===== src/rtl/instr_decode_stage_pkg.sv =====
// Shared decode definitions: instruction type codes, RV32 opcodes, type
// classification and immediate generation used by the decode stage.
package decode_pkg;

    localparam int IMM_W = 32;

    typedef enum logic [3:0] {
        T_R       = 4'd0,
        T_I       = 4'd1,
        T_LUI     = 4'd2,
        T_AUIPC   = 4'd3,
        T_LOAD    = 4'd4,
        T_STORE   = 4'd5,
        T_BRANCH  = 4'd6,
        T_JAL     = 4'd7,
        T_JALR    = 4'd8,
        T_SYSTEM  = 4'd9,
        T_MUL     = 4'd10,
        T_ILLEGAL = 4'd15
    } instr_type_t;

    localparam logic [6:0] OP_R      = 7'b0110011;
    localparam logic [6:0] OP_I      = 7'b0010011;
    localparam logic [6:0] OP_LUI    = 7'b0110111;
    localparam logic [6:0] OP_AUIPC  = 7'b0010111;
    localparam logic [6:0] OP_LOAD   = 7'b0000011;
    localparam logic [6:0] OP_STORE  = 7'b0100011;
    localparam logic [6:0] OP_BRANCH = 7'b1100011;
    localparam logic [6:0] OP_JAL    = 7'b1101111;
    localparam logic [6:0] OP_JALR   = 7'b1100111;
    localparam logic [6:0] OP_SYSTEM = 7'b1110011;
    localparam logic [6:0] F7_MULDIV = 7'b0000001;

    // Codes 11..14 are unassigned; MUL only exists when the M extension is built in.
    function automatic bit type_used(input int code, input bit m_en);
        return (code <= 9) || (code == 15) || (code == 10 && m_en);
    endfunction

    function automatic instr_type_t decode_type(input logic [31:0] instr, input bit m_en);
        instr_type_t t;
        t = T_ILLEGAL;
        case (instr[6:0])
            OP_R:      t = (instr[31:25] == F7_MULDIV) ? (m_en ? T_MUL : T_ILLEGAL) : T_R;
            OP_I:      t = T_I;
            OP_LUI:    t = T_LUI;
            OP_AUIPC:  t = T_AUIPC;
            OP_LOAD:   t = T_LOAD;
            OP_STORE:  t = T_STORE;
            OP_BRANCH: t = T_BRANCH;
            OP_JAL:    t = T_JAL;
            OP_JALR:   t = T_JALR;
            OP_SYSTEM: t = T_SYSTEM;
            default:   t = T_ILLEGAL;
        endcase
        if (instr[1:0] != 2'b11 || instr == 32'h0)
            t = T_ILLEGAL;
        return t;
    endfunction

    function automatic logic [IMM_W-1:0] imm_gen(input logic [31:0] instr, input instr_type_t t);
        logic [IMM_W-1:0] imm;
        imm = '0;
        case (t)
            T_I, T_LOAD, T_JALR, T_SYSTEM:
                imm = {{20{instr[31]}}, instr[31:20]};
            T_STORE:
                imm = {{20{instr[31]}}, instr[31:25], instr[11:7]};
            T_BRANCH:
                imm = {{19{instr[31]}}, instr[31], instr[7], instr[30:25], instr[11:8], 1'b0};
            T_JAL:
                imm = {{11{instr[31]}}, instr[31], instr[19:12], instr[20], instr[30:21], 1'b0};
            T_LUI, T_AUIPC:
                imm = {instr[31:12], 12'b0};
            default:
                imm = '0;
        endcase
        return imm;
    endfunction

endpackage


===== src/rtl/instr_decode_stage_counters.sv =====
// Per-type saturating event counters with synchronous clear and a
// combinational read mux; unassigned type codes have no storage and read 0.
module type_counter_bank
    import decode_pkg::*;
#(
    parameter int CNT_W = 16,
    parameter bit M_EN  = 1'b0
) (
    input  logic             clk,
    input  logic             rst_n,
    input  logic             i_inc,
    input  logic [3:0]       i_inc_type,
    input  logic             i_clr,
    input  logic [3:0]       i_sel,
    output logic [CNT_W-1:0] o_data
);

    logic [CNT_W-1:0] w_cnt [16];

    for (genvar g = 0; g < 16; g++) begin : g_cnt
        if (type_used(g, M_EN)) begin : g_used
            logic [CNT_W-1:0] r_cnt;
            always_ff @(posedge clk or negedge rst_n) begin
                if (!rst_n)
                    r_cnt <= '0;
                else if (i_clr)
                    r_cnt <= '0;
                else if (i_inc && i_inc_type == 4'(g) && r_cnt != '1)
                    r_cnt <= r_cnt + 1'b1;
            end
            assign w_cnt[g] = r_cnt;
        end else begin : g_unused
            assign w_cnt[g] = '0;
        end
    end

    assign o_data = w_cnt[i_sel];

endmodule


===== src/rtl/instr_decode_stage.sv =====
// Registered RV32 decode stage between fetch and execute, with per-type
// counters and sticky illegal capture. Define DECODE_M_EXT_EN to decode MUL.
module instr_decode_stage
    import decode_pkg::*;
#(
    parameter int XLEN  = 32,
    parameter int CNT_W = 16,
    parameter int PC_W  = 32
) (
    input  logic             clk,
    input  logic             rst_n,
    input  logic             in_valid,
    output logic             in_ready,
    input  logic [31:0]      in_instr,
    input  logic [PC_W-1:0]  in_pc,
    output logic             out_valid,
    input  logic             out_ready,
    output logic [3:0]       out_type,
    output logic [XLEN-1:0]  out_imm,
    output logic [4:0]       out_rd,
    output logic [4:0]       out_rs1,
    output logic [4:0]       out_rs2,
    output logic [PC_W-1:0]  out_pc,
    input  logic [3:0]       cnt_sel,
    output logic [CNT_W-1:0] cnt_data,
    input  logic             cnt_clr,
    output logic             err_flag,
    output logic [PC_W-1:0]  err_pc,
    input  logic             err_clr
);

`ifdef DECODE_M_EXT_EN
    localparam bit M_EN = 1'b1;
`else
    localparam bit M_EN = 1'b0;
`endif

    instr_type_t      w_type;
    logic [XLEN-1:0]  w_imm;
    logic [4:0]       w_rd, w_rs1, w_rs2;
    logic             w_accept;

    logic             r_out_valid;
    instr_type_t      r_out_type;
    logic [XLEN-1:0]  r_out_imm;
    logic [4:0]       r_out_rd, r_out_rs1, r_out_rs2;
    logic [PC_W-1:0]  r_out_pc;
    logic             r_err_flag;
    logic [PC_W-1:0]  r_err_pc;

    assign in_ready = !r_out_valid || out_ready;
    assign w_accept = in_valid && in_ready;

    assign w_type = decode_type(in_instr, M_EN);
    assign w_imm  = XLEN'($signed(imm_gen(in_instr, w_type)));

    // Fields are raw slices, zeroed where the instruction format has no such field.
    always_comb begin
        w_rd  = in_instr[11:7];
        w_rs1 = in_instr[19:15];
        w_rs2 = in_instr[24:20];
        if (w_type inside {T_STORE, T_BRANCH})
            w_rd = '0;
        if (w_type inside {T_LUI, T_AUIPC, T_JAL})
            w_rs1 = '0;
        if (!(w_type inside {T_R, T_MUL, T_STORE, T_BRANCH}))
            w_rs2 = '0;
    end

    always_ff @(posedge clk or negedge rst_n) begin
        if (!rst_n) begin
            r_out_valid <= 1'b0;
            r_out_type  <= T_ILLEGAL;
            r_out_imm   <= '0;
            r_out_rd    <= '0;
            r_out_rs1   <= '0;
            r_out_rs2   <= '0;
            r_out_pc    <= '0;
        end else if (w_accept) begin
            r_out_valid <= 1'b1;
            r_out_type  <= w_type;
            r_out_imm   <= w_imm;
            r_out_rd    <= w_rd;
            r_out_rs1   <= w_rs1;
            r_out_rs2   <= w_rs2;
            r_out_pc    <= in_pc;
        end else if (out_ready) begin
            r_out_valid <= 1'b0;
        end
    end

    // A new illegal wins over a same-cycle clear so no offending PC is lost.
    always_ff @(posedge clk or negedge rst_n) begin
        if (!rst_n) begin
            r_err_flag <= 1'b0;
            r_err_pc   <= '0;
        end else if (w_accept && w_type == T_ILLEGAL && (!r_err_flag || err_clr)) begin
            r_err_flag <= 1'b1;
            r_err_pc   <= in_pc;
        end else if (err_clr) begin
            r_err_flag <= 1'b0;
            r_err_pc   <= '0;
        end
    end

    type_counter_bank #(
        .CNT_W (CNT_W),
        .M_EN  (M_EN)
    ) u_cnt (
        .clk        (clk),
        .rst_n      (rst_n),
        .i_inc      (w_accept),
        .i_inc_type (w_type),
        .i_clr      (cnt_clr),
        .i_sel      (cnt_sel),
        .o_data     (cnt_data)
    );

    assign out_valid = r_out_valid;
    assign out_type  = r_out_type;
    assign out_imm   = r_out_imm;
    assign out_rd    = r_out_rd;
    assign out_rs1   = r_out_rs1;
    assign out_rs2   = r_out_rs2;
    assign out_pc    = r_out_pc;
    assign err_flag  = r_err_flag;
    assign err_pc    = r_err_pc;

endmodule

===== config.mk =====
export PLATFORM = sky130hd
export DESIGN_NAME = instr_decode_stage
export DESIGN_NICKNAME = d
export VERILOG_FILES = /design/src/rtl/instr_decode_stage_pkg.sv /design/src/rtl/instr_decode_stage_counters.sv /design/src/rtl/instr_decode_stage.sv
export SDC_FILE = /design/constraint.sdc
export NUM_CORES = 1
export LEC_CHECK = 0
export CORE_ASPECT_RATIO = 1.4
export CORE_UTILIZATION = 35
export CTS_CLUSTER_DIAMETER = 200
export DETAILED_ROUTE_END_ITERATION = 8
export GPL_TIMING_DRIVEN = 0
export HOLD_SLACK_MARGIN = 0.1
export PLACE_DENSITY = 0.55
export SETUP_SLACK_MARGIN = 0.05
export SLEW_MARGIN = 10
export SYNTH_ARGS = -nofsm -noshare
export SYNTH_HDL_FRONTEND = slang
export SYNTH_SLANG_ARGS = --single-unit
export TNS_END_PERCENT = 10

===== constraint.sdc =====
create_clock -name clk -period 3.1 [get_ports clk]
set_input_delay 0.62 -clock clk [delete_from_list [all_inputs] [get_ports clk]]
set_output_delay 0.62 -clock clk [all_outputs]
set_load 0.02 [all_outputs]

[Word level (Yosys, flattened, before mapping)]
Index checks and enable logic that the tools add are counted.
Word-level totals
  register bits after elaboration: 293
  word-level logic and storage cells: 154
Cells by class
  add/subtract/negate cells: 11
  $lt $le $gt $ge: 1
  eq/ne operators: 34
  multiplexer cells: 38
  bitwise operators: 1
  reduce and logical (&&, ||, !) cells: 49
Operator list (count)
  16-bit two-way mux: 24
  16-bit by 1-bit adder with 16-bit output, second input constant: 11
  16-bit inequality test, second input constant: 11
  32-bit case mux with 5 select lines: 1
  16-bit binary-select mux with 4-bit select: 1
  32-bit two-way mux: 2
  4-bit case mux with 10 select lines: 1
  32-bit logical NOT: 1
  7-bit equality test, second input constant: 4
  2-bit nonzero test: 14
  1-bit logical AND: 24
  7-bit by 6-bit equality test with 1-bit output, second input constant: 3
  4-bit by 3-bit equality test with 1-bit output, second input constant: 4
  4-bit equality test, second input constant: 4
  5-bit two-way mux: 3
  7-bit by 5-bit equality test with 1-bit output, second input constant: 2
  4-bit by 2-bit equality test with 1-bit output, second input constant: 2
  4-bit two-way mux: 2
  7-bit by 1-bit equality test with 1-bit output, second input constant: 1
  7-bit by 2-bit equality test with 1-bit output, second input constant: 1
  5-bit >= comparator, second input constant: 1
  4-bit NOT with 5-bit output: 1
  4-bit by 1-bit equality test with 1-bit output, second input constant: 1
  4-bit logical NOT: 1
  other kinds (8): 14

[Depth between registers and ports, before layout]
Gate-level depths: netlist (run 1).
  depth after elaboration: 9
  mapped depth: 12
  gate-level depth less buffers: 8

[Modules after synthesis]
From an unflattened synthesis (run 1), not the netlist that was laid out.
Second synthesis, totals
  cell total of the unflattened synthesis: 1667
  area, all modules: 15942.8 um2
By module, submodules not included
  type_counter_bank: times used 1, cells each 1168, area each 11041.8 um2, sequential area each 4404.2 um2
  instr_decode_stage: times used 1, cells each 499, area each 4901.0 um2, sequential area each 2932.8 um2

[Least setup slack after synthesis (run 1)]
Ideal clock, no wire load.
  path kind: input to output
  start point: input cnt_sel[1]
  end point: output cnt_data[1]
  arrival: 2.360 ns
  required time: 2.480 ns
  setup slack: 0.120 ns
  stages on the path: 5
  path through: clkbuf_1 buf_1 mux4_2 a211oi_1 a21oi_1
Between the ends
  word-level cells in the longest chain between the ends: 4
RTL lines
  start, declared: line instr_decode_stage.sv:24  | input logic [3:0] cnt_sel,
  4-bit NOT with 5-bit output (not written as such): line instr_decode_stage_counters.sv:37  | assign o_data = w_cnt[i_sel];
  16-bit binary-select mux with 4-bit select: line instr_decode_stage_counters.sv:37
  16-bit two-way mux (not written as such) (2 in series): line instr_decode_stage_counters.sv:37
  end, declared: line instr_decode_stage.sv:25  | output logic [CNT_W-1:0] cnt_data,
No other way between the ends. The select of a mux whose other input is x is not followed.

[Worst setup path after layout (run 1)]
  start point: input in_instr[1]
  end point: register u_cnt.g_cnt[6].g_used.r_cnt[8]
Between the ends
  word-level cells in the longest chain between the ends: 7
  elaborated cells on any way between the ends: 19
  classes of those cells: 12 x eq/ne; 2 x mux; 5 x reduce/logical
RTL lines
  start, declared: line instr_decode_stage.sv:14  | input logic [31:0] in_instr,
  7-bit equality test, or another cell as far along: line instr_decode_stage_pkg.sv:42  | case (instr[6:0])
  4-bit case mux with 10 select lines or 1-bit logical OR (tied branches): line instr_decode_stage_pkg.sv:42, instr_decode_stage_pkg.sv:55
  4-bit two-way mux *: line instr_decode_stage_pkg.sv:55  | if (instr[1:0] != 2'b11 || instr == 32'h0)
  4-bit by 3-bit equality test with 1-bit output *: line instr_decode_stage_counters.sv:28  | else if (i_inc && i_inc_type == 4'(g) && r_cnt != '1)
  1-bit logical AND * (2 in series): line instr_decode_stage_counters.sv:28
  2-bit nonzero test (no source line) *
  end signal, assigned: line instr_decode_stage_counters.sv:29  | r_cnt <= r_cnt + 1'b1;
  end, declared: line instr_decode_stage_counters.sv:22  | logic [CNT_W-1:0] r_cnt;
Every way passes the cells marked *; elsewhere a longest branch is shown, timed or not.
A chain may end at the register's enable or synchronous reset.

==> results of run 1 <==
cells in the final DEF (no fill, tap or decap), drive strengths merged, types with 16 or more instances in the layout:
cell type / n
clkdlybuf4s50: 183
o211ai: 37
a21oi: 85
buf: 26
and3: 18
o21ai: 53
nor2: 208
a211oi: 24
nor4: 20
a22oi: 16
xnor2: 72
mux4: 32
dfrtp: 289
nor3: 44
nand2: 298
inv: 35
xor2: 62
nand4: 49
nand3: 62
nor2b: 20
or3: 32
a22o: 16
clkbuf: 132
synthesized netlist by cell type, types with 35 or more instances:
library cell and number:
nand2_1 297, dfrtp_1 289, nor2_1 208, a21oi_1 85
clkbuf_1 76, xnor2_1 72, nand3_1 62, xor2_1 62
o21ai_0 53, nand4_1 48, nor3_1 35
repair_timing:
action                                 4_1_cts  5_1_grt
setup endpoints to repair                   35       80
buffers inserted                             0        1
gates resized for setup                     83       24
pin swaps                                    0        1
hold buffers                                 1        0
endpoints found under the hold margin        2        0
worst max-delay path, stage by stage:
cell and delay, ns:
clkdlybuf4s50_1 0.54, and3b_1 0.17, buf_4 0.16, nand4_1 0.22
nor2_1 0.67, nand4_1 0.47, or3_1 0.48, a21oi_1 0.14
worst max path at each step:
| stage | from | endpoint | slack (ns) | cells after the start |
|---|---|---|---|---|
| CTS | cnt_sel[0] | cnt_data[14] | 0.05 | 7 |
| detailed placement | cnt_sel[0] | cnt_data[4] | -1.37 | 7 |
| finish | in_instr[1] | u_cnt.g_cnt[6].g_used.r_cnt[8]$_DFFE_PN0P_ | 0.08 | 8 |
| global placement | rst_n | u_cnt.g_cnt[5].g_used.r_cnt[7]$_DFFE_PN0P_ | -12.08 | 1 |
| floorplan | cnt_sel[1] | cnt_data[1] | 0.12 | 5 |
| global route | in_instr[1] | u_cnt.g_cnt[6].g_used.r_cnt[8]$_DFFE_PN0P_ | -0.06 | 8 |
layer usage:
layer	vias to the layer above	track usage	routed length, um
li1	6313	-	-
met1	6611	0.263	20300
met2	390	0.404	25900
met3	106	0.0300	2170
met4	0	0.112	2450
met5	-	0	0
logic make-up after synthesis:
family | Yosys count | share of synthesized area
AOI/OAI and AO/OA | 258 | 0.108
and+or+nand+nor | 802 | 0.248
buffers and inverters | 131 | 0.0357
adders and majority gates | 11 | 0.00886
DFF | 293 | 0.472
xor gates and xnor gates | 134 | 0.0756
muxes | 40 | 0.0516
flip-flops by register name, summed over array words and instances (netlist names):
signal,flops
out_rd,5
out_rs2,5
out_rs1,5
u_cnt.g_cnt.g_used.r_cnt,176
out_type,4
err_pc,32
out_valid,1
out_pc,32
err_flag,1
out_imm,32
cell type report:
class	count	share of cell area
multi-input combinational	1245	0.392
sequential	293	0.373
timing repair buffer	209	0.108
clock buffer	50	0.0520
tap	558	0.0355
buffer	95	0.0255
clock inverter	11	0.00681
inverter	35	0.00668
antenna	2	0.000254
report_power, final:
group          leakage, nW  internal (mW)  switching [mW]
registers             3.94           3.99           0.102
logic                 3.51          0.548           0.822
clock network        0.569           2.47            1.69
total                 8.02           7.01            2.61
metrics by stage:
step	instance area, sq um	TNS [ns]	setup slack (ns)	power, mW
after floorplan	15500	0	0.120	4.77
after global placement	18300	-3596.70	-12.08	5.52
after detailed placement	18400	-94.52	-1.37	5.54
after CTS	19600	0	0.0503	9.75
after global routing	19700	-0.229	-0.0616	10.0
final	19700	0	0.0778	9.62
==> out/qor.csv, run 1 <==
metric,value,unit
FF-to-FF Start,out_valid$_DFFE_PN0P_,
Ys Warns,0,
fin util,0.448,
Final GP Congestion,0.895,
worst hold margin,0.444,ns
vias in the first global route,13400,
clk_skew,0.0242,ns
area of the multi-input gates,0.00772,sq mm
final hold vios,0,
"flops & latches, synth",293,
drt total wl,50.8,mm
"Slew Viols, Final",0,
post-synth net total,1754,
Crit Path Max Fanout,9,
relative slew slack,0.384,
Placed Cells,2434,
Pwr Density,489,mW/mm^2
Die H,251,um
synthesized area per cell,9.31,sq um
DRT Pass-1 Iters,5,
final worst-path cycle share,0.975,
WL/cell,20.3,um
Yosys top cell by area,dfrtp_1,
# rows,91,
worst r2r dst,u_cnt.g_cnt[15].g_used.r_cnt[15]$_DFFE_PN0P_,
status,"complete, no violations",
largest net degree at the start of global routing,105,
Storage cell area,0.00734,sq mm
Layout area overhead,26.6,%
core area,0.0439,sq mm
async set-reset flop share out of synthesis,1.00,
Nets,1998,
Non-Filler Instances,2498,
nature of the critical path startpoint,input port,
DRT antenna net count,0,
post-detail-place hpwl,38.7,mm
Hold Path Class,input port to async pin,
Worst-path clk slew,0.06,ns
Initial DRC Count,799,
Clock Sinks,293,
layout cells sized above 1,0.102,
DRC,0,
global-route wire length before repair,78.9,mm
Syn Inst Count,1669,
vias per cell,5.37,
Final min period,3.02,ns
initial antenna violation count,2,
worst path arrival time,3.48,ns
maxcap violations,0,
register area share after synthesis,0.472,
Fmax,331,MHz
Netlist Area Pre-Place,0.0155,sq mm
post-synth top area share,0.466,
I/O pins,208,
top_reg_cell synth,dfrtp_1,
"top cells by area, synth","dfrtp_1 47%, nand2_1 7.2%, nor2_1 5.0%",
"Distinct cells, synth",70,
final setup fails,0,
worst vdd ir,0.000363,V
"Req. time, crit path",3.55,ns
Initial Utilization,0.353,
CTS tree,done,
Global Route Usage Sum,0.225,
CP Class,input port to flip-flop,
die width,180,um
Filler cells,4214,
Root Driver,clkbuf_16,
Worst-Skew Late Latency,0.54,ns
total CTS buffers,34,
H-Tree Depth,2,
Congestion Overflow GR,0,
RSZ-0062 raised after global routing,yes,
Leak,8.02,nW
Clock Tree Buf Depth,3,
CP Capture Type,flip-flop,
measured slew at the worst slew-check pin,0.924,ns
routed vias,13400,
die area,0.0452,sq mm
Post-synth EDFFs,0,
FF-to-FF setup slack,0.33,ns
R2R cell count,10,
Port-buffer cells,204,
(Power assumes the default switching activity.)
==> run 2: changes to the inputs <==
--- a/config.mk
+++ b/config.mk
@@ -9,10 +9,13 @@
 export CORE_UTILIZATION = 35
 export CTS_CLUSTER_DIAMETER = 200
 export DETAILED_ROUTE_END_ITERATION = 8
+export GPL_ROUTABILITY_DRIVEN = 0
 export GPL_TIMING_DRIVEN = 0
 export HOLD_SLACK_MARGIN = 0.1
 export PLACE_DENSITY = 0.55
+export REMOVE_ABC_BUFFERS = 1
 export SETUP_SLACK_MARGIN = 0.05
+export SKIP_CTS_REPAIR_TIMING = 1
 export SLEW_MARGIN = 10
 export SYNTH_ARGS = -nofsm -noshare
 export SYNTH_HDL_FRONTEND = slang
==> run 2 against run 1 <==
Utilization is 0.22 points lower. Critical path type is now flip-flop to output port. Critical endpoint is now cnt_data[1]. Maximum frequency is 0.77% higher. Clock power decreased by 2%. First-iteration DRC count is 17% higher. Worst hold slack got worse by 0.35 ns. Clock skew down 0.0044 ns. Count of clock-buffer cells in the layout is 2 higher. Worst setup slack better by 0.023 ns. Cell count shrank 3.2%. Critical path depth down 3. Total power fell by 1.1%. Sequential share of layout area rose by 0.18 points. Largest cell class unchanged.
==> out/qor.csv, run 2 (synthesized netlist as in run 1, its figures left out) <==
metric,value,unit
status,"complete, no violations",
initial antenna violation count,0,
Global Route Usage Sum,0.205,
routed vias,13200,
Clock Tree Buf Depth,3,
Root Driver,clkbuf_16,
R2R cell count,9,
CP Class,flip-flop to output port,
CP Capture Point,cnt_data[1],
WL/cell,19.8,um
Hold Path Class,input port to async pin,
Leak,8.13,nW
worst r2r dst,u_cnt.g_cnt[7].g_used.r_cnt[9]$_DFFE_PN0P_,
drt total wl,47.8,mm
measured slew at the worst slew-check pin,1.23,ns
Congestion Overflow GR,0,
vias per cell,5.44,
Die H,251,um
GR Util met3,0.0274,
CP Capture Type,output port,
"most common cell after layout, fill and taps aside",nand2_1,
core area,0.0439,sq mm
Layout area overhead,26.0,%
die area,0.0452,sq mm
worst path arrival time,2.38,ns
largest net degree at the start of global routing,112,
Top reg by flops,u_cnt.g_cnt.g_used.r_cnt,
"Slew Viols, Final",0,
pre-CTS WS,-1.80,ns
Initial Utilization,0.353,
final setup fails,0,
DP Area,0.0181,sq mm
ANT cells,0,
worst vdd ir,0.000280,V
Final min period,3.00,ns
DRT Pass-1 Iters,5,
nature of the critical path startpoint,flip-flop,
post-detail-place hpwl,32.4,mm
clk_skew,0.0198,ns
CTS tree,done,
CP Launch Point,u_cnt.g_cnt[3].g_used.r_cnt[1]$_DFFE_PN0P_,
Clock Sinks,293,
layout cells sized above 1,0.0995,
setup tns final,0,ns
Nets,1922,
Worst-path clk slew,0.06,ns
final worst-path cycle share,0.967,
DRC,0,
H-Tree Depth,2,
fin area,0.0196,sq mm
FF-to-FF Start,out_valid$_DFFE_PN0P_,
# rows,91,
M2 GR Usage,0.363,
Overall Power,9.51,mW
worst setup margin,0.101,ns
final hold vios,0,
GRT busiest layer,met2,
global-route wire length before repair,73.7,mm
vias in the first global route,12900,
FF-to-FF setup slack,0.31,ns
Fmax,333,MHz
maxcap violations,0,
Port-buffer cells,207,
DRT antenna net count,0,
Pwr Density,486,mW/mm^2
most frequent cells in the layout,"295 x nand2_1, 288 x dfrtp_1, 204 x nor2_1",
I/O pins,208,
total CTS buffers,34,
Worst-Skew Late Latency,0.53,ns
max reg flops,176,
relative slew slack,0.182,
Initial DRC Count,932,
die width,180,um
worst hold margin,0.0907,ns
routing usage on met1,0.252,
RSZ-0062 raised after global routing,yes,
Crit Path Max Fanout,5,
"Req. time, crit path",2.48,ns
## run 2: critical path: stages, from the launching register on
cell and delay, ns:
dfrtp_1 0.45, mux4_2 0.56, nor2b_1 0.16, a211oi_1 0.24, a21oi_1 0.13, dlymetal6s2s_1 0.31
## run 2: stage by stage
stage,cells,util
6_report,2418,0.445
5_1_grt,2418,0.445
4_1_cts,2407,0.438
3_5_place_dp,2348,0.412
3_3_place_gp,2338,0.407
2_1_floorplan,1573,-
## run 2: cell type report
cell class | count | area, sq um
fill | 4273 | 24400
multi-input combinational | 1247 | 7860
sequential | 293 | 7340
timing repair buffer | 226 | 2440
clock buffer | 52 | 1020
tap | 558 | 698
inverter | 35 | 131
clock inverter | 7 | 91.3
## run 2: power breakdown
part | switching [mW] | internal, mW
combinational | 0.792 | 0.553
clock | 1.64 | 2.43
sequential | 0.106 | 3.99
## run 2: worst min path at each step
stage	start	endpoint	slack [ns]	cells after the start
final	rst_n	out_imm[12]$_DFFE_PN0P_	0.09	1
after global routing	rst_n	out_imm[12]$_DFFE_PN0P_	0.17	1
after CTS	rst_n	out_imm[16]$_DFFE_PN0P_	0.14	1
after detailed placement	out_type[0]$_DFFE_PN1P_	out_type[0]$_DFFE_PN1P_	0.46	2
after global placement	out_type[0]$_DFFE_PN1P_	out_type[0]$_DFFE_PN1P_	0.45	2
after floorplan	rst_n	err_flag$_DFFE_PN0P_	0.32	0
## run 2: per-layer routing
| metal | vias to the layer above | wire (um) |
|---|---|---|
| met1 | 6546 | 19800 |
| met4 | 0 | 1700 |
| met3 | 86 | 1960 |
| li1 | 6171 | - |
| met2 | 355 | 24300 |
| met5 | - | 0 |
